==> config.mk <==
export PLATFORM = sky130hd
export DESIGN_NAME = mult_norm_round
export DESIGN_NICKNAME = d
export VERILOG_FILES = /design/src/rtl/fpu_mult_pkg.sv /design/src/rtl/mult_round_inc.sv /design/src/rtl/mult_norm_round.sv
export SDC_FILE = /design/constraint.sdc
export NUM_CORES = 1
export LEC_CHECK = 0
export BUFFER_PORTS_ARGS = -buffer_cell sky130_fd_sc_hd__clkbuf_2
export CAP_MARGIN = 20
export CELL_PAD_IN_SITES_DETAIL_PLACEMENT = 0
export CELL_PAD_IN_SITES_GLOBAL_PLACEMENT = 1
export CORE_ASPECT_RATIO = 0.5
export CORE_UTILIZATION = 44
export CTS_CLUSTER_DIAMETER = 40
export DETAILED_ROUTE_END_ITERATION = 10
export MAX_ROUTING_LAYER = met4
export PLACE_DENSITY_LB_ADDON = 0.1
export SYNTH_ARGS = -nofsm -noshare
export SYNTH_HDL_FRONTEND = slang
export SYNTH_HIERARCHICAL = 1
export SYNTH_SLANG_ARGS = --single-unit
==> constraint.sdc <==
create_clock -name clk -period 10.3 [get_ports clk]
set_clock_uncertainty 0.15 [all_clocks]
set_input_delay 0.515 -clock clk [delete_from_list [all_inputs] [get_ports clk]]
set_output_delay 0.515 -clock clk [all_outputs]
set_load 0.03 [all_outputs]
==> src/rtl/fpu_mult_pkg.sv <==
`default_nettype none
// +----------------------------------------------------------------------------+
// | Module   : fpu_mult_pkg                                                    |
// | Desc     : Shared widths, rounding-mode encodings and normalized-stage     |
// |            intermediate type for the FPU multiplier back end.              |
// | Revision : 1.0                                                             |
// +----------------------------------------------------------------------------+
package fpu_mult_pkg;

  localparam int SW_DEFAULT   = 24;
  localparam int EW_DEFAULT   = 8;
  localparam int BIAS_DEFAULT = 127;

  localparam logic [1:0] c_rnd_rne = 2'b00;
  localparam logic [1:0] c_rnd_rz  = 2'b01;
  localparam logic [1:0] c_rnd_rup = 2'b10;
  localparam logic [1:0] c_rnd_rdn = 2'b11;

  // Field widths follow the package defaults; the datapath instantiates
  // with matching SW/EW.
  typedef struct packed {
    logic [SW_DEFAULT-1:0] m;
    logic                  guard;
    logic                  sticky;
    logic [EW_DEFAULT+1:0] e;
    logic                  sign;
    logic                  zero;
    logic [1:0]            rnd;
  } norm_t;

  // Directed modes that round toward zero for this sign clamp to max finite.
  function automatic logic sat_on_ovf(input logic [1:0] mode, input logic sign);
    return (mode == c_rnd_rz) ||
           ((mode == c_rnd_rup) && sign) ||
           ((mode == c_rnd_rdn) && !sign);
  endfunction

endpackage
`default_nettype wire

==> src/rtl/mult_round_inc.sv <==
`default_nettype none
// +----------------------------------------------------------------------------+
// | Module   : mult_round_inc                                                  |
// | Desc     : Rounding increment decode, significand increment and carry-out  |
// |            renormalization for the round stage.                            |
// | Revision : 1.0                                                             |
// +----------------------------------------------------------------------------+
module mult_round_inc
  import fpu_mult_pkg::*;
#(
  parameter int SW = SW_DEFAULT
) (
  input  logic [SW-1:0] i_m,
  input  logic          i_guard,
  input  logic          i_sticky,
  input  logic          i_sign,
  input  logic [1:0]    i_rnd_mode,
  output logic [SW-1:0] o_mant,
  output logic          o_carry,
  output logic          o_inexact,
  output logic          o_sat
);

  logic        w_lost;
  logic        w_inc;
  logic [SW:0] w_sum;

  assign w_lost = i_guard | i_sticky;

  always_comb begin
    w_inc = 1'b0;
    case (i_rnd_mode)
      c_rnd_rne: w_inc = i_guard & (i_sticky | i_m[0]);
      c_rnd_rz:  w_inc = 1'b0;
      c_rnd_rup: w_inc = ~i_sign & w_lost;
      c_rnd_rdn: w_inc = i_sign & w_lost;
      default:   w_inc = 1'b0;
    endcase
  end

  assign w_sum   = {1'b0, i_m} + {{SW{1'b0}}, w_inc};
  assign o_carry = w_sum[SW];

  // A carry out only happens from all-ones, so the result is exactly 1.0.
  assign o_mant    = o_carry ? {1'b1, {(SW-1){1'b0}}} : w_sum[SW-1:0];
  assign o_inexact = w_lost;
  assign o_sat     = sat_on_ovf(i_rnd_mode, i_sign);

endmodule
`default_nettype wire

==> src/rtl/mult_norm_round.sv <==
`default_nettype none
// +----------------------------------------------------------------------------+
// | Module   : mult_norm_round                                                 |
// | Desc     : Two-stage valid/ready normalize + round stage for the mantissa  |
// |            product. Optional macro MULT_ROUND_MODES_EN adds rnd_mode_i.    |
// | Revision : 1.0                                                             |
// +----------------------------------------------------------------------------+
module mult_norm_round
  import fpu_mult_pkg::*;
#(
  parameter int SW = SW_DEFAULT,
  parameter int EW = EW_DEFAULT
) (
  input  logic            clk,
  input  logic            rst,
  input  logic            valid_i,
  output logic            ready_o,
  input  logic [2*SW-1:0] Data_S_i,
  input  logic [EW+1:0]   Exp_i,
  input  logic            Sign_i,
`ifdef MULT_ROUND_MODES_EN
  input  logic [1:0]      rnd_mode_i,
`endif
  output logic            valid_o,
  input  logic            ready_i,
  output logic [SW-1:0]   Mant_o,
  output logic [EW-1:0]   Exp_o,
  output logic            Sign_o,
  output logic            Ovf_o,
  output logic            Unf_o,
  output logic            Inexact_o
);

  localparam logic signed [EW+1:0] c_exp_max = (EW+2)'((1 << EW) - 1);
  localparam logic        [EW-1:0] c_exp_sat = {{(EW-1){1'b1}}, 1'b0};

  // ---------------------------------------------------------------- handshake
  logic w_s1_ready;
  logic w_s2_ready;
  logic r_s1_valid;
  logic r_s2_valid;

  assign w_s2_ready = ~r_s2_valid | ready_i;
  assign w_s1_ready = ~r_s1_valid | w_s2_ready;
  assign ready_o    = w_s1_ready;

  // ---------------------------------------------------------------- normalize
  logic [1:0] w_rnd;
  logic       w_top;
  norm_t      w_n1;
  norm_t      r_s1;

`ifdef MULT_ROUND_MODES_EN
  assign w_rnd = rnd_mode_i;
`else
  assign w_rnd = c_rnd_rne;
`endif

  assign w_top = Data_S_i[2*SW-1];

  always_comb begin
    w_n1      = '0;
    w_n1.sign = Sign_i;
    w_n1.zero = (Data_S_i == '0);
    w_n1.rnd  = w_rnd;
    if (w_top) begin
      w_n1.m      = Data_S_i[2*SW-1:SW];
      w_n1.guard  = Data_S_i[SW-1];
      w_n1.sticky = |Data_S_i[SW-2:0];
      w_n1.e      = Exp_i + (EW+2)'(1);
    end else begin
      w_n1.m      = Data_S_i[2*SW-2:SW-1];
      w_n1.guard  = Data_S_i[SW-2];
      w_n1.sticky = |Data_S_i[SW-3:0];
      w_n1.e      = Exp_i;
    end
  end

  always_ff @(posedge clk or posedge rst) begin
    if (rst) begin
      r_s1_valid <= 1'b0;
      r_s1       <= '0;
    end else if (w_s1_ready) begin
      r_s1_valid <= valid_i;
      if (valid_i) begin
        r_s1 <= w_n1;
      end
    end
  end

  // ---------------------------------------------------------------- round
  logic [SW-1:0]        w_rmant;
  logic                 w_carry;
  logic                 w_rinx;
  logic                 w_sat;
  logic signed [EW+1:0] w_e2;

  mult_round_inc #(
    .SW (SW)
  ) u_round_inc (
    .i_m        (r_s1.m),
    .i_guard    (r_s1.guard),
    .i_sticky   (r_s1.sticky),
    .i_sign     (r_s1.sign),
    .i_rnd_mode (r_s1.rnd),
    .o_mant     (w_rmant),
    .o_carry    (w_carry),
    .o_inexact  (w_rinx),
    .o_sat      (w_sat)
  );

  assign w_e2 = r_s1.e + {{(EW+1){1'b0}}, w_carry};

  // ---------------------------------------------------------------- range check
  logic [SW-1:0] w_mant;
  logic [EW-1:0] w_exp;
  logic          w_ovf;
  logic          w_unf;
  logic          w_inx;

  always_comb begin
    w_mant = w_rmant;
    w_exp  = w_e2[EW-1:0];
    w_ovf  = 1'b0;
    w_unf  = 1'b0;
    w_inx  = w_rinx;
    if (r_s1.zero) begin
      w_mant = '0;
      w_exp  = '0;
      w_inx  = 1'b0;
    end else if (w_e2 >= c_exp_max) begin
      w_ovf = 1'b1;
      if (w_sat) begin
        w_exp  = c_exp_sat;
        w_mant = '1;
      end else begin
        w_exp  = '1;
        w_mant = '0;
      end
    end else if (w_e2[EW+1] || (w_e2 == '0)) begin
      // No subnormal output: anything at or below zero flushes.
      w_unf  = 1'b1;
      w_exp  = '0;
      w_mant = '0;
    end
  end

  logic [SW-1:0] r_mant;
  logic [EW-1:0] r_exp;
  logic          r_sign;
  logic          r_ovf;
  logic          r_unf;
  logic          r_inexact;

  always_ff @(posedge clk or posedge rst) begin
    if (rst) begin
      r_s2_valid <= 1'b0;
      r_mant     <= '0;
      r_exp      <= '0;
      r_sign     <= 1'b0;
      r_ovf      <= 1'b0;
      r_unf      <= 1'b0;
      r_inexact  <= 1'b0;
    end else if (w_s2_ready) begin
      r_s2_valid <= r_s1_valid;
      if (r_s1_valid) begin
        r_mant    <= w_mant;
        r_exp     <= w_exp;
        r_sign    <= r_s1.sign;
        r_ovf     <= w_ovf;
        r_unf     <= w_unf;
        r_inexact <= w_inx;
      end
    end
  end

  assign valid_o   = r_s2_valid;
  assign Mant_o    = r_mant;
  assign Exp_o     = r_exp;
  assign Sign_o    = r_sign;
  assign Ovf_o     = r_ovf;
  assign Unf_o     = r_unf;
  assign Inexact_o = r_inexact;

endmodule
`default_nettype wire

==> results.rst <==
.. list-table::
   :header-rows: 1

   * - Metric
     - Value
   * - Maximum level of the CTS H-tree
     - 3
   * - Num CTS Buffers
     - 9
   * - Post-route setup TNS
     - 0 ns
   * - Proportion of synthesized flip-flops having asynchronous set or reset
     - 100%
   * - Worst R2R End
     - Mant_o[23]
   * - Launching point of the worst reg2reg path
     - r_s1[16]
   * - Synth Register Bits
     - 76
   * - Power per unit of standard cell area
     - 193 nW/um^2
   * - Wire length per cell
     - 15.4 microns
   * - Maximum capacitance violations
     - 0
   * - Max IR drop VDD
     - 0.0825 mV
   * - Global-route total usage across every layer
     - 23.2%
   * - Number of antenna violations at the first check in global routing
     - 0
   * - Period Utilization, post-route
     - 41.1%
   * - Final worst slack
     - 6.07 ns
   * - Data arrival time of the critical path
     - 4.30 ns
   * - Clock buffer depth
     - 2
   * - Hold buffer count at CTS
     - 0
   * - Commonest cells after routing, fill and taps aside
     - sky130_fd_sc_hd__clkbuf_2 (100), sky130_fd_sc_hd__dfrtp_1 (76), sky130_fd_sc_hd__nand2_1 (55), sky130_fd_sc_hd__o21ai_0 (37)
   * - Area growth, synth to finish
     - 21.3%
   * - Number of standard-cell rows in the floorplan
     - 25
   * - P_leak
     - 2.43 nW
   * - Share of total power in sequential cells
     - 40.1%
   * - Count of port buffers added during placement
     - 100
   * - Pins over their slew limit
     - 25
   * - Post-synthesis instance total
     - 459
   * - TritonCTS clock tree
     - built
   * - Height of the die
     - 72.6 microns
   * - Via total after detailed routing
     - 3761
   * - Most common library cell in the layout ignoring fill and taps
     - sky130_fd_sc_hd__clkbuf_2
   * - # fillers
     - 899
   * - Part of the total power dissipated in combinational logic
     - 25.1%
   * - Sequential cell area fraction in the yosys report
     - 43.3%
   * - DRC violation count after routing
     - 0
   * - Fmax
     - 0.236 GHz
   * - CTS root buffer
     - sky130_fd_sc_hd__clkbuf_16
   * - Hold Crit Depth
     - 2
   * - Fraction of final layout cells with drive strength greater than 1
     - 24.4%
   * - RSZ-0062 raised after global routing
     - no
   * - Failing checks
     - max-slew violations
   * - Commonest register cell after synthesis
     - sky130_fd_sc_hd__dfrtp_1
   * - Worst relative slew slack
     - -16.7%
   * - Yosys cell types
     - 48
   * - Count of boundary I/O pins
     - 101
   * - Overflow after GRT
     - 0
   * - Final weighted congestion of routability-driven global placement
     - 0.845
   * - Worst-skew pair later-pin latency
     - 0.34 ns
   * - Data required time of the critical path
     - 10.37 ns
   * - Hold Crit Class
     - in -> reg
   * - Number of synthesized flops with an enable pin
     - 0
   * - Number of antenna cells inserted
     - 0
   * - Final worst path period need
     - 4.23 ns
   * - Post-Place Worst Slack
     - 6.17 ns
   * - Resized Gates After CTS
     - 0
   * - Crit path from
     - r_s1[16]
   * - Via count of the first global-routing pass
     - 3589
   * - Syn. warnings
     - 6
   * - Post-DRT Antenna Nets
     - 0
   * - Post-CTS setup buffer count
     - 0
   * - Die Area
     - 10400 sq um
   * - Final setup violating endpoints
     - 0
   * - Share of power burned in the clock network
     - 34.8%
   * - Crit. End Element
     - flip-flop
   * - Logic depth of the worst register-to-register path
     - 14
   * - Crit path max fanout
     - 24
   * - Sink count of the clock tree
     - 76
   * - Startpoint types
     - flip-flop
   * - Final nets
     - 621
   * - Switch share
     - 33.3%
   * - CP Capture Point
     - Mant_o[23]
   * - Net switching component of the power
     - 0.000343 W
   * - Cell Area, Synth
     - 4390 sq um
   * - Starting density of the core
     - 45.9%
   * - Initial drt markers
     - 166
   * - Worst-Margin Slew
     - 1.75 ns
   * - Slack of the worst reg-to-reg path
     - 6.07 ns
   * - Source of the worst hold timing path
     - Sign_i
   * - Wire length of the first global-routing pass
     - 18.1 mm
   * - Internal power
     - 0.000686 W
   * - Aggregate routed wire length
     - 10.7 mm
   * - Die width
     - 143 microns
   * - Run status
     - complete, but fails checks
   * - Standard cell core area
     - 9570 sq um
   * - Count of endpoints failing hold in the final timing report
     - 0
   * - Startpoint-to-endpoint class of the critical path
     - reg -> reg
   * - Detail Placement HPWL
     - 7.74 mm
   * - Drt via density
     - 5.43
   * - Largest net degree at the start of global routing
     - 77
   * - Clock transition at the registers of the reported paths
     - 0.06 ns
   * - Avg Synthesized Cell Area
     - 9.57 sq um
   * - Total iterations of the first detailed-routing run
     - 4
## kinds of logic (layout without fill, tap and decap cells)
kind of cell / after synthesis / in the layout / share of synthesized area (%)
AO/OA/AOI/OAI: 93 / 93 / 15.4
other: 1 / 9 / 0.0854
adder cells (fa/ha/maj): 6 / 6 / 1.71
buffers and inverters: 43 / 133 / 4.56
multiplexers: 31 / 31 / 7.12
flip-flops: 76 / 76 / 43.3
AND/OR/NAND/NOR: 174 / 174 / 20.8
XOR/XNOR: 35 / 35 / 6.98
## routing by layer
layer  wire length [microns]  track usage, %  share of wire (%)  up-vias
li1                        -               -                  -     1875
met2                    4840            36.2                 45       76
met3                     422            5.25                4.0       13
met4                     121            6.74                1.1        0
met5                       0               -                  0        -
met1                    5280            30.6                 50     1797
## synth_stat cells, types with 2 or more instances
master                     instances  share of area, %
sky130_fd_sc_hd__a221o_1          29               6.6
sky130_fd_sc_hd__mux2i_1          29               6.6
sky130_fd_sc_hd__buf_2             7              0.80
sky130_fd_sc_hd__a21oi_1          10               1.1
sky130_fd_sc_hd__and4_1            2              0.40
sky130_fd_sc_hd__ha_1              6               1.7
sky130_fd_sc_hd__xnor2_1          24               4.8
sky130_fd_sc_hd__o31ai_1           3              0.51
sky130_fd_sc_hd__dfrtp_1          76                43
sky130_fd_sc_hd__and3_1            5              0.71
sky130_fd_sc_hd__inv_1            12               1.0
sky130_fd_sc_hd__nand3_1          18               2.1
sky130_fd_sc_hd__nor2b_1           2              0.28
sky130_fd_sc_hd__or2_2             2              0.28
sky130_fd_sc_hd__or4_1             3              0.51
sky130_fd_sc_hd__xor2_1           11               2.2
sky130_fd_sc_hd__o21ai_0          37               4.2
sky130_fd_sc_hd__nor2_1           26               2.2
sky130_fd_sc_hd__buf_6             4               1.0
sky130_fd_sc_hd__nand2b_1          4              0.57
sky130_fd_sc_hd__a211o_1           2              0.40
sky130_fd_sc_hd__buf_1             4              0.34
sky130_fd_sc_hd__nor3_2            2              0.46
sky130_fd_sc_hd__clkbuf_1         15               1.3
sky130_fd_sc_hd__nand2_1          56               4.8
sky130_fd_sc_hd__nand4_1          21               3.0
sky130_fd_sc_hd__nor4_1           17               2.4
sky130_fd_sc_hd__mux2_2            2              0.51
sky130_fd_sc_hd__a22o_1            4              0.80
sky130_fd_sc_hd__nor3_1            8              0.91
## state kept, by name, summed over array words and instances, names as in the netlist
signal and count:
Exp_o 8, valid_o 1, Inexact_o 1, Unf_o 1, r_s1_valid 1, Sign_o 1, Mant_o 24, Ovf_o 1
r_s1 38
## critical path, cell delays in order (launching register included)
cell,delay [ns]
sky130_fd_sc_hd__dfrtp_1,0.41
sky130_fd_sc_hd__a22o_1,0.21
sky130_fd_sc_hd__a22o_1,0.26
sky130_fd_sc_hd__ha_1,0.25
sky130_fd_sc_hd__nand4_1,0.14
sky130_fd_sc_hd__nor2_1,0.07
sky130_fd_sc_hd__and3_1,0.31
sky130_fd_sc_hd__ha_1,0.29
sky130_fd_sc_hd__ha_1,0.29
sky130_fd_sc_hd__or4_1,0.42
sky130_fd_sc_hd__a211o_1,0.32
sky130_fd_sc_hd__a211oi_2,0.32
sky130_fd_sc_hd__nor4bb_4,0.09
sky130_fd_sc_hd__buf_4,0.24
sky130_fd_sc_hd__a221o_1,0.32
## power groups by stage
stage               logic, W  registers (W)  clock network (W)
finish              0.000258       0.000413           0.000358
global route        0.000284       0.000423           0.000377
CTS                 0.000259       0.000414           0.000365
detailed placement  0.000258       0.000418                  0
global placement    0.000255       0.000418                  0
floorplan           0.000127       0.000464                  0
## worst min-delay path by stage
stage,to
after floorplan,r_s1[21]
after global placement,Ovf_o
after detailed placement,Ovf_o
after CTS,r_s1[3]
after global routing,r_s1[3]
final,r_s1[3]
## through the flow
| stage | util (%) | instance area (sq um) | total power (W) | std cells | hold WS, ns |
|---|---|---|---|---|---|
| 4_1_cts | 55.7 | 5330 | 0.00104 | 692 | 0.247 |
| 6_report | 55.7 | 5330 | 0.00103 | 692 | 0.258 |
| 2_1_floorplan | - | 4420 | 0.000592 | 467 | 0.295 |
| 5_1_grt | 55.7 | 5330 | 0.00108 | 692 | 0.259 |
| 3_3_place_gp | 52.1 | 4990 | 0.000673 | 676 | 0.311 |
| 3_5_place_dp | 52.1 | 4990 | 0.000676 | 676 | 0.319 |
## final cells by class
| type | instances | area [sq um] | share of cell area, % |
|---|---|---|---|
| Tap cell | 135 | 169 | 3.17 |
| Timing Repair Buffer | 104 | 531 | 9.96 |
| Multi-Input combinational cell | 348 | 2340 | 43.9 |
| Inverter | 13 | 48.8 | 0.916 |
| Sequential cell | 76 | 1900 | 35.7 |
| Clock inverter | 7 | 115 | 2.16 |
| Clock buffer | 9 | 225 | 4.23 |
(Power assumes the default switching activity.)
